===== src/rtl/btn_cond_pkg.sv =====
// Shared definitions for the push-button conditioner: channel FSM state codes and width helpers.
// Latency: n/a (constants and elaboration-time functions only).
// Backpressure: n/a.
package btn_cond_pkg;

    // Channel FSM state encoding (3 bits)
    typedef logic [2:0] state_t;

    localparam state_t ST_IDLE         = 3'd0;
    localparam state_t ST_PRESS_QUAL   = 3'd1;
    localparam state_t ST_SCEN         = 3'd2;
    localparam state_t ST_HOLD_DELAY   = 3'd3;
    localparam state_t ST_MCEN         = 3'd4;
    localparam state_t ST_HOLD_REPEAT  = 3'd5;
    localparam state_t ST_RELEASE_QUAL = 3'd6;

    // Bits needed to hold the values 0 .. value-1 (never less than one bit)
    function automatic int clog2(input int value);
        int bits;
        int rem;
        bits = 0;
        rem  = value - 1;
        while (rem > 0) begin
            bits = bits + 1;
            rem  = rem >> 1;
        end
        if (bits < 1) begin
            bits = 1;
        end
        return bits;
    endfunction

    // Largest of three values; sizes the shared per-channel counter
    function automatic int max3(input int a, input int b, input int c);
        int m;
        m = (a > b) ? a : b;
        m = (m > c) ? m : c;
        return m;
    endfunction

endpackage


===== src/rtl/btn_channel.sv =====
// One button channel: 2-flop synchroniser, debounce/auto-repeat FSM and its shared cycle counter.
// Latency: press accepted DEBOUNCE_CYCLES+2 edges after btn_in is first sampled high; release likewise.
// Backpressure: none; outputs are free-running pulses/levels decoded from the registered state.
module btn_channel
    import btn_cond_pkg::*;
#(
    parameter int DEBOUNCE_CYCLES = 500000,
    parameter int REPEAT_DELAY    = 50000000,
    parameter int REPEAT_PERIOD   = 10000000,
    parameter int CNT_W           = clog2(max3(DEBOUNCE_CYCLES, REPEAT_DELAY, REPEAT_PERIOD))
) (
    input  logic ClkPort,
    input  logic reset,
    input  logic btn_in,
    output logic dpb,
    output logic scen,
    output logic mcen
);

    // Terminal counts: a state is left on the cycle its counter shows N-1
    localparam logic [CNT_W-1:0] DEB_LAST = CNT_W'(DEBOUNCE_CYCLES - 1);
    localparam logic [CNT_W-1:0] DLY_LAST = CNT_W'(REPEAT_DELAY - 1);
    localparam logic [CNT_W-1:0] PER_LAST = CNT_W'(REPEAT_PERIOD - 1);

    logic             sync1_q, sync1_d;
    logic             sync2_q, sync2_d;
    state_t           state_q, state_d;
    logic [CNT_W-1:0] cnt_q, cnt_d;
    logic             sync;

    assign sync = sync2_q;

    // Synchroniser next values: the raw pin goes through two flops before the FSM sees it
    always_comb begin
        sync1_d = btn_in;
        sync2_d = sync1_q;
    end

    // Next-state logic; a low sync always wins over a terminal count while holding
    always_comb begin
        state_d = state_q;
        case (state_q)
            ST_IDLE: begin
                if (sync) begin
                    state_d = ST_PRESS_QUAL;
                end
            end
            ST_PRESS_QUAL: begin
                if (!sync) begin
                    state_d = ST_IDLE;
                end else if (cnt_q == DEB_LAST) begin
                    state_d = ST_SCEN;
                end
            end
            ST_SCEN: begin
                state_d = ST_HOLD_DELAY;
            end
            ST_HOLD_DELAY: begin
                if (!sync) begin
                    state_d = ST_RELEASE_QUAL;
                end else if (cnt_q == DLY_LAST) begin
                    state_d = ST_MCEN;
                end
            end
            ST_MCEN: begin
                state_d = ST_HOLD_REPEAT;
            end
            ST_HOLD_REPEAT: begin
                if (!sync) begin
                    state_d = ST_RELEASE_QUAL;
                end else if (cnt_q == PER_LAST) begin
                    state_d = ST_MCEN;
                end
            end
            ST_RELEASE_QUAL: begin
                // A short low blip while held is absorbed: back to repeating, no new press pulse
                if (sync) begin
                    state_d = ST_HOLD_REPEAT;
                end else if (cnt_q == DEB_LAST) begin
                    state_d = ST_IDLE;
                end
            end
            default: begin
                state_d = ST_IDLE;
            end
        endcase
    end

    // Counter restarts on every state change and otherwise counts cycles spent in the state
    always_comb begin
        if (state_d != state_q) begin
            cnt_d = '0;
        end else begin
            cnt_d = cnt_q + 1'b1;
        end
    end

    // Moore outputs decoded straight from the registered state
    always_comb begin
        dpb  = (state_q == ST_SCEN)       || (state_q == ST_HOLD_DELAY)  ||
               (state_q == ST_MCEN)       || (state_q == ST_HOLD_REPEAT) ||
               (state_q == ST_RELEASE_QUAL);
        scen = (state_q == ST_SCEN);
        mcen = (state_q == ST_SCEN) || (state_q == ST_MCEN);
    end

    // State, counter and synchroniser registers; reset forces IDLE so outputs drop at once
    always_ff @(posedge ClkPort or posedge reset) begin
        if (reset) begin
            sync1_q <= 1'b0;
            sync2_q <= 1'b0;
            state_q <= ST_IDLE;
            cnt_q   <= '0;
        end else begin
            sync1_q <= sync1_d;
            sync2_q <= sync2_d;
            state_q <= state_d;
            cnt_q   <= cnt_d;
        end
    end

endmodule


===== src/rtl/btn_conditioner_n.sv =====
// N-channel push-button front end: per-channel debounce/press/auto-repeat plus a shared continuous-rate enable.
// Latency: dpb/scen/mcen straight from channel state; ccen registered, one cycle behind the prescaler tick.
// Backpressure: none; the prescaler free-runs and is never disturbed by button activity.
module btn_conditioner_n
    import btn_cond_pkg::*;
#(
    parameter int N_BTN           = 4,
    parameter int DEBOUNCE_CYCLES = 500000,
    parameter int REPEAT_DELAY    = 50000000,
    parameter int REPEAT_PERIOD   = 10000000,
    parameter int CCEN_PERIOD     = 2500000
) (
    input  logic             ClkPort,
    input  logic             reset,
    input  logic [N_BTN-1:0] btn_in,
    output logic [N_BTN-1:0] dpb,
    output logic [N_BTN-1:0] scen,
    output logic [N_BTN-1:0] mcen,
    output logic [N_BTN-1:0] ccen
);

    localparam int CNT_W = clog2(max3(DEBOUNCE_CYCLES, REPEAT_DELAY, REPEAT_PERIOD));
    localparam int PRE_W = clog2(CCEN_PERIOD);
    localparam logic [PRE_W-1:0] PRE_LAST = PRE_W'(CCEN_PERIOD - 1);

    logic [N_BTN-1:0] dpb_w;
    logic [N_BTN-1:0] scen_w;
    logic [N_BTN-1:0] mcen_w;
    logic [PRE_W-1:0] pre_q, pre_d;
    logic [N_BTN-1:0] ccen_q, ccen_d;
    logic             tick;

    for (genvar i = 0; i < N_BTN; i++) begin : g_ch
        btn_channel #(
            .DEBOUNCE_CYCLES (DEBOUNCE_CYCLES),
            .REPEAT_DELAY    (REPEAT_DELAY),
            .REPEAT_PERIOD   (REPEAT_PERIOD),
            .CNT_W           (CNT_W)
        ) u_ch (
            .ClkPort (ClkPort),
            .reset   (reset),
            .btn_in  (btn_in[i]),
            .dpb     (dpb_w[i]),
            .scen    (scen_w[i]),
            .mcen    (mcen_w[i])
        );
    end

    // Shared prescaler wraps 0..CCEN_PERIOD-1; tick marks its last count
    always_comb begin
        tick  = (pre_q == PRE_LAST);
        pre_d = tick ? '0 : pre_q + 1'b1;
    end

    // Continuous enable: the tick gated by each channel's debounced level
    always_comb begin
        ccen_d = {N_BTN{tick}} & dpb_w;
    end

    // Prescaler and ccen output registers
    always_ff @(posedge ClkPort or posedge reset) begin
        if (reset) begin
            pre_q  <= '0;
            ccen_q <= '0;
        end else begin
            pre_q  <= pre_d;
            ccen_q <= ccen_d;
        end
    end

    assign dpb  = dpb_w;
    assign scen = scen_w;
    assign mcen = mcen_w;
    assign ccen = ccen_q;

endmodule

===== config.mk =====
export PLATFORM = sky130hd
export DESIGN_NAME = btn_conditioner_n
export DESIGN_NICKNAME = d
export VERILOG_FILES = /design/src/rtl/btn_cond_pkg.sv /design/src/rtl/btn_channel.sv /design/src/rtl/btn_conditioner_n.sv
export SDC_FILE = /design/constraint.sdc
export NUM_CORES = 1
export LEC_CHECK = 0
export ABC_AREA = 1
export BUFFER_PORTS_ARGS = -buffer_cell sky130_fd_sc_hd__buf_2
export CORE_MARGIN = 2
export CORE_UTILIZATION = 65
export CTS_CLUSTER_SIZE = 28
export DETAILED_ROUTE_END_ITERATION = 6
export PLACE_DENSITY = 0.82
export SLEW_MARGIN = 0
export SYNTH_ARGS = -nofsm -noshare
export SYNTH_HDL_FRONTEND = slang
export SYNTH_HIERARCHICAL = 1
export SYNTH_SLANG_ARGS = --single-unit

===== constraint.sdc =====
create_clock -name ClkPort -period 4.3 [get_ports ClkPort]
set_input_delay 0.86 -clock ClkPort [delete_from_list [all_inputs] [get_ports ClkPort]]
set_output_delay 0.86 -clock ClkPort [all_outputs]
set_load 0.01 [all_outputs]

==> results of run 1 <==
cells by family (layout without fill, tap and decap cells):
group | after synthesis | in the layout | share of synthesized area [%]
AND/OR/NAND/NOR | 838 | 838 | 43.8
buffers and inverters | 188 | 229 | 8.14
flip-flops | 150 | 150 | 37.7
XOR/XNOR | 82 | 82 | 7.29
AO/OA/AOI/OAI | 38 | 38 | 2.46
adder cells (fa/ha/maj) | 5 | 5 | 0.628
cell usage after synthesis, drive strengths merged:
master,instances
nand3,67
o21ai,25
nor2,322
xor2,73
nand3b,3
nand4,52
inv,160
a21oi,9
nor3,42
clkbuf,4
xnor2,9
nand2,328
nor4,20
or2,4
clkinv,12
dfrtp,150
ha,5
o211ai,4
buf,12
flip-flops by register name (all words and copies together), names as in the netlist:
signal and flops:
g_ch.u_ch/cnt_q 104, pre_q 22, g_ch.u_ch/state_q 12, ccen 4
g_ch.u_ch/sync 4, g_ch.u_ch/sync1_q 4
cell type report:
type                    instances  area share [%]
inverters                     172            6.04
flip-flops and latches        150            34.8
clock buffers                  21            4.27
clock inverters                11            1.37
multi-input cells             963            50.1
repair buffers                 25            1.25
well taps                     188            2.18
per-layer routing:
layer	share of wire, %	up-vias	routed length, um
met4	2.0	0	419
met1	44	3828	9120
li1	-	4160	-
met2	49	229	10300
met3	5.1	41	1070
met5	0	-	0
critical path, delay by kind of cell (launching register included):
kind                   cells  cell delay [ns]
DFF                        1             0.43
buffers and inverters      3             0.38
and+or+nand+nor            3             0.35
power breakdown:
| group | switching, W | internal, W | total (W) |
|---|---|---|---|
| clock | 0.000582 | 0.000944 | 0.00153 |
| combinational | 0.0000924 | 0.0000227 | 0.000115 |
| sequential | 0.0000160 | 0.00143 | 0.00144 |
how the worst max path moves through the flow:
| stage | start | end | cells after the start |
|---|---|---|---|
| global placement | g_ch[3].u_ch/cnt_q[0] | g_ch[3].u_ch/cnt_q[0] | 12 |
| global route | g_ch[3].u_ch/state_q[0] | mcen[3] | 6 |
| CTS | g_ch[1].u_ch/state_q[0] | mcen[1] | 6 |
| detailed placement | g_ch[1].u_ch/cnt_q[0] | g_ch[1].u_ch/cnt_q[25] | 12 |
| floorplan | g_ch[0].u_ch/state_q[0] | mcen[0] | 5 |
| finish | g_ch[1].u_ch/state_q[0] | mcen[1] | 6 |
stage by stage:
step | utilization, % | power [W] | area [sq um] | worst slack (ns) | hold WS [ns]
floorplan | - | 0.00158 | 9960 | 2.47 | 0.331
global placement | 67.4 | 0.00158 | 10200 | 2.21 | 0.332
detailed placement | 67.4 | 0.00159 | 10200 | 2.10 | 0.336
CTS | 71.4 | 0.00312 | 10800 | 1.85 | 0.353
global route | 71.4 | 0.00320 | 10800 | 1.73 | 0.359
finish | 71.4 | 0.00308 | 10800 | 1.86 | 0.352
==> parameters.txt, run 1 <==
Parameter                              Value

Route
  Routed WL per cell ... between 10 and 15 um
  Total vias in the final route ... 8258
  Final routed wirelength across all metal layers ... 20900 um
  Antenna-violating nets left ... 0
  Post-route DRC ... 0
  1st-pass router iterations ... 6
  Average vias per placed instance ... 5.40
  Number of DRC markers after the initial detailed-route iteration ... 638

Global routing
  Combined global-route utilization of all metal layers ... 26.8%
  Global-route met2 utilization ... approximately 45%
  Maximum number of pins on one net before global-route repair ... 32
  Antenna violations before repair ... 0
  Via count of the first global-routing pass ... about 8000
  Most congested layer reported by global routing ... met2
  Wire length of the first global-routing pass ... about 36000 um
  Met1 Track Usage GR ... around a third
  Global routing usage on met3 ... 7.14%
  Total grt overflow ... 0

STA
  Highest Clock Rate ... ~410 MHz
  Unrepaired setup endpoints after global routing ... no
  Slew headroom ... between 30% and 40%
  Number of hold violations in the final report ... 0
  Post-Route Skew ... ~0.01 ns
  Transition time at the pin with the least slew margin ... 0.977 ns
  Final setup violation count ... 0
  Total Neg Setup Slack ... 0 ns
  Post-route clock period utilization ... 56.8%
  Final Max Tran Viols ... 0
  Clock period minus final worst setup slack ... 2.44 ns

Die
  Die height ... 128 um
  Top Ports ... 22
  Starting density of the core ... between 60% and 70%
  Core area ... 0.0151 sq mm
  Core Rows ... 45
  Die X-Extent ... 128 um
  Die Outline Area ... 0.0163 sq mm

Yosys
  Post-Syn Area per Cell ... between 7 and 8 sq um
  Combined area of all synthesized cells ... 0.00996 sq mm
  Main area contributors after synthesis ... dfrtp_1 38%, nand2_1 11%, nor2_1 7.5%, nor2_4 6.4%, xor2_1 6.4%
  Cell accounting for the most synthesized area ... dfrtp_1
  Number of synthesized register bits ... 150
  Count of warnings emitted by yosys ... 6
  Synthesized Nets ... 1312
  Portion of the post-synthesis area used by sequential elements ... a little under two fifths
  Distinct cell type count of the synthesized netlist ... 33
  Synthesized netlist cell count ... 1301
  Share of Yosys cell area claimed by the top area cell type ... 37.7%

Worst setup path
  Most frequent cell on the critical path ... nand2_1
  Arrival time reported for the critical path endpoint ... approximately 1.6 ns
  Crit path largest cell delay ... 0.43 ns
  Worst reg2reg setup slack ... 2.11 ns
  Endpoint of the lowest-slack register-to-register path ... g_ch[1].u_ch/cnt_q[25]
  Worst-path cell chain ... inv_2 > nand2_1 > nor2_1 > inv_1 > nand2_1 > buf_2
  Crit Path Max Fanout ... 8
  Category of the most critical setup path ... flop to primary output
  Startpoint of the lowest-slack register-to-register path ... g_ch[1].u_ch/cnt_q[0]
  CP max-delay cell ... dfrtp_1
  Endpoint kind of the worst setup timing path ... primary output
  Worst path required time ... 3.44 ns
  Startpoint type of the worst setup path ... flop
  Worst reg2reg path depth ... 14

Run status
  Result of the run ... complete, no violations

Run
  MaxCap Viol Count ... 0

Final layout
  Most common library cell in the layout ignoring fill and taps ... nand2_1
  Antenna diode count ... 0
  Share of post-route cells with drive strength above 1 ... between 20% and 30%
  Total area of sequential cells ... roughly 0.0038 sq mm
  Cell Count, Final, Fillers Out ... 1530
  Count of filler cells inserted in the layout ... 1196
  Leading cell types in the layout, fill and taps excluded ... 282 x nand2_1, 199 x nor2_1, 150 x dfrtp_1
  Total area of multi-input combinational cells ... between 0.005 and 0.006 sq mm
  Number of nets in the layout ... 1340
  Layout area overhead ... 8.22%

Clock tree
  CTS clock-pin slew for the worst setup and hold paths ... around 0.060 ns
  Hold-fix buffers at CTS ... 0
  Worst-Skew Late Latency ... 0.42 ns
  Total number of H-tree levels ... 4
  Maximum clock path buffer count ... 2
  Cell at the root of the clock tree ... clkbuf_16
  Cells resized by post-CTS repair ... 0
  Number of clock sinks seen by CTS ... 150
  Clock tree from TritonCTS ... yes
  Inserted Clock Buffers ... 17
  Buffers inserted during post-CTS setup optimization ... 0

Worst hold path
  Instance count along the most critical hold path ... 0
  Sink of the worst hold path ... g_ch[2].u_ch/sync
  Min-Delay Path Class ... flop to flop
  Worst hold start ... g_ch[2].u_ch/sync1_q

Power and ir drop
  PD cells ... 286 mW/mm^2
  Leakage component of the power ... 4.32 nW
  Peak VDD IR ... 0.000288 V

Placement
  Count of buffers inserted at the top-level ports ... 21
  Final estimated routing congestion in global placement ... 0.929
  Total instance count after detailed placement ... 1498
  Final HPWL DP ... 15200 um
(Power assumes the default switching activity.)
==> run 2: changes to the inputs <==
--- a/config.mk
+++ b/config.mk
@@ -5,13 +5,13 @@
 export SDC_FILE = /design/constraint.sdc
 export NUM_CORES = 1
 export LEC_CHECK = 0
-export ABC_AREA = 1
+export ABC_AREA = 0
 export BUFFER_PORTS_ARGS = -buffer_cell sky130_fd_sc_hd__buf_2
 export CORE_MARGIN = 2
-export CORE_UTILIZATION = 65
+export CORE_UTILIZATION = 63
 export CTS_CLUSTER_SIZE = 28
 export DETAILED_ROUTE_END_ITERATION = 6
-export PLACE_DENSITY = 0.82
+export PLACE_DENSITY = 0.8
 export SLEW_MARGIN = 0
 export SYNTH_ARGS = -nofsm -noshare
 export SYNTH_HDL_FRONTEND = slang
==> constraint.sdc (replaced) <==
create_clock -name ClkPort -period 2.3 [get_ports ClkPort]
set_input_delay 0.46 -clock ClkPort [delete_from_list [all_inputs] [get_ports ClkPort]]
set_output_delay 0.46 -clock ClkPort [all_outputs]
set_load 0.01 [all_outputs]
==> parameters.txt, run 2 <==
Parameter                              Value

Final layout
  Leading cell types in the layout, fill and taps excluded ... 150 x dfrtp_1, 101 x xnor2_1, 70 x nor2_1
  Register containing the most flip-flops in the final layout ... g_ch.u_ch/cnt_q
  Post-route cell area ... 0.0103 sq mm
  Share of post-route cells with drive strength above 1 ... between 20 and 25%
  Most common library cell in the layout ignoring fill and taps ... dfrtp_1
  Number of nets in the layout ... 979
  Antenna diode count ... 0
  Layout area overhead ... 20.5%
  Number of flip-flops in the largest register ... 104
  Top flop regs ... g_ch.u_ch/cnt_q (104), pre_q (22), g_ch.u_ch/state_q (12)

Yosys
  Number of flops mapped to enable cells by yosys ... 0
  Main area contributors after synthesis ... dfrtp_1 44%, xnor2_1 10%, a21oi_1 4.9%, a211oi_1 3.5%, nor2_1 3.1%
  Post-Syn Area per Cell ... 9.40 sq um
  Cell accounting for the most synthesized area ... dfrtp_1
  Count of warnings emitted by yosys ... 6
  Most used DFF post-synth ... dfrtp_1
  Library cell with the highest instance count after synthesis ... dfrtp_1
  Combined area of all synthesized cells ... 0.00858 sq mm
  Synthesized Nets ... ~900
  Distinct cell type count of the synthesized netlist ... 47
  Commonest cells post-synth ... 150 x dfrtp_1, 101 x xnor2_1, 84 x a21oi_1, 70 x nor2_1, 65 x nand2_1
  Portion of the post-synthesis area used by sequential elements ... 43.7%
  Number of synthesized register bits ... 150
  Async set-reset flop share out of synthesis ... 100%
  Synthesized netlist cell count ... 913
  Share of Yosys cell area claimed by the top area cell type ... 43.7%

Global routing
  Antenna violations before repair ... 0
  Via count of the first global-routing pass ... 6913
  Total grt overflow ... 0
  Combined global-route utilization of all metal layers ... between 20% and 30%
  Wire length of the first global-routing pass ... 32900 um
  Maximum number of pins on one net before global-route repair ... 32

Die
  Core Rows ... 42
  Starting density of the core ... 64.5%
  Top Ports ... 22
  Core area ... 0.0133 sq mm
  Die X-Extent ... 121 um
  Die Outline Area ... 0.0146 sq mm
  Die height ... 121 um

Clock tree
  CTS clock-pin slew for the worst setup and hold paths ... 0.06 ns
  Cell at the root of the clock tree ... clkbuf_16
  Worst-Skew Late Latency ... between 0.4 and 0.5 ns
  Maximum clock path buffer count ... 2
  Number of clock sinks seen by CTS ... 150
  Inserted Clock Buffers ... 17
  Clock tree from TritonCTS ... yes
  Total number of H-tree levels ... 4

Route
  1st-pass router iterations ... 5
  Post-route DRC ... 0
  Wl on met1 ... roughly 8800 um
  Number of DRC markers after the initial detailed-route iteration ... 807
  Top Layer Used ... met4
  Total vias in the final route ... 7599
  Average vias per placed instance ... 6.57
  Total length of routed met3 wires ... 1510 um
  Total length of routed met2 wires ... 10900 um
  Antenna-violating nets left ... 0
  Routed WL per cell ... 18.8 um
  Final routed wirelength across all metal layers ... 21700 um

STA
  Unrepaired setup endpoints after global routing ... yes
  Final setup violation count ... 94
  Highest Clock Rate ... roughly 410 MHz
  WHS ... between 0.1 and 0.15 ns
  Clock period minus final worst setup slack ... 2.43 ns
  Post-Route Skew ... 0.00558 ns
  Slew headroom ... 63.5%
  Number of hold violations in the final report ... 0
  Post-route clock period utilization ... 106%
  Worst Setup Slack, final ... -0.129 ns
  Transition time at the pin with the least slew margin ... between 0.5 and 0.6 ns
  Final Max Tran Viols ... 0

Worst setup path
  Worst path required time ... 2.60 ns
  Endpoint of the lowest-slack register-to-register path ... g_ch[0].u_ch/cnt_q[7]
  CP max-delay cell ... or4_4
  Worst reg2reg setup slack ... -0.13 ns
  Arrival time reported for the critical path endpoint ... approximately 2.7 ns
  Most frequent cell on the critical path ... or4_4
  Startpoint of the lowest-slack register-to-register path ... g_ch[0].u_ch/cnt_q[7]
  Category of the most critical setup path ... flop to flop
  Worst path buffer plus inverter count ... 1
  Crit path largest cell delay ... 0.54 ns
  Crit Path Max Fanout ... 7
  Endpoint kind of the worst setup timing path ... flop
  Worst reg2reg path depth ... 6
  Family with the most delay on the worst path ... simple AND/OR/NAND/NOR gates
  Worst-path cell chain ... or4_4 > or4_4 > o21a_4 > a32oi_4 > clkbuf_16 > a21oi_1
  Startpoint type of the worst setup path ... flop

Worst hold path
  Instance count along the most critical hold path ... 1
  Sink of the worst hold path ... g_ch[3].u_ch/sync1_q
  Min-Delay Path Class ... input port to flop
  Worst hold start ... btn_in[3]

Placement
  Count of buffers inserted at the top-level ports ... 21
  Placed cell areas ... 0.00914 sq mm
  Final estimated routing congestion in global placement ... 0.890
  Final HPWL DP ... 12900 um

Power and ir drop
  Peak VDD IR ... 0.000501 V
  Leakage component of the power ... 3.86 nW
  Total Power Consumption ... about 0.006 W
  PD cells ... 580 mW/mm^2

Run
  MaxCap Viol Count ... 0

Run status
  Violations in the final reports ... negative setup slack
  Result of the run ... complete, but fails checks
## run 2: cells by family after synthesis
family | Yosys count | share of synthesized area, %
fa+ha+maj | 5 | 0.729
compound gates | 175 | 14.1
xor+xnor | 117 | 11.9
mux | 2 | 0.233
simple gates | 374 | 24.4
buf+inv | 90 | 4.88
flops | 150 | 43.7
## run 2: layout make-up
cell class	count	area [sq um]
sequential	150	3750
multi-input combinational	673	4770
inverter	41	154
fill	802	2950
clock inverter	9	148
clock buffer	23	478
timing repair buffer	85	825
tap	176	220
## run 2: power by group
part	leakage, nW	switching [W]	internal, W
logic	1.50	0.000214	0.000130
registers	2.05	0.0000352	0.00267
clock network	0.307	0.00106	0.00189
## run 2: what timing repair did
action	4_1_cts	5_1_grt
hold buffers	1	0
setup buffers	0	7
pin swaps	1	58
gates cloned	0	8
setup endpoints to repair	20	105
resized for setup	0	76
endpoints found under the hold margin	2	0
## run 2: how the worst max path moves through the flow
stage / from / to / cells past startpoint
floorplan: g_ch[0].u_ch/cnt_q[7] / g_ch[0].u_ch/cnt_q[15] / 6
CTS: g_ch[3].u_ch/cnt_q[8] / g_ch[3].u_ch/cnt_q[15] / 6
global route: g_ch[2].u_ch/cnt_q[7] / g_ch[2].u_ch/cnt_q[18] / 6
detailed placement: g_ch[3].u_ch/cnt_q[8] / g_ch[3].u_ch/cnt_q[15] / 6
finish: g_ch[0].u_ch/cnt_q[7] / g_ch[0].u_ch/cnt_q[7] / 6
global placement: g_ch[3].u_ch/cnt_q[8] / g_ch[3].u_ch/cnt_q[15] / 6
## run 2: through the flow
| step | instances | utilization (%) | setup WS [ns] | setup TNS [ns] |
|---|---|---|---|---|
| final | 1157 | 77.8 | -0.129 | -6.80 |
| after global routing | 1157 | 77.8 | -0.176 | -12.04 |
| after CTS | 1142 | 73.5 | -0.0187 | -0.126 |
| after detailed placement | 1109 | 68.7 | 0.00453 | 0 |
| after global placement | 1109 | 68.7 | 0.0550 | 0 |
| after floorplan | 913 | - | 0.0344 | 0 |
## run 2: per-layer routing
metal / GRT usage (%) / vias up
met1: 37.1 / 3749
met3: 6.13 / 59
met5: 0 / -
met4: 10.1 / 0
li1: - / 3423
met2: 45.4 / 368
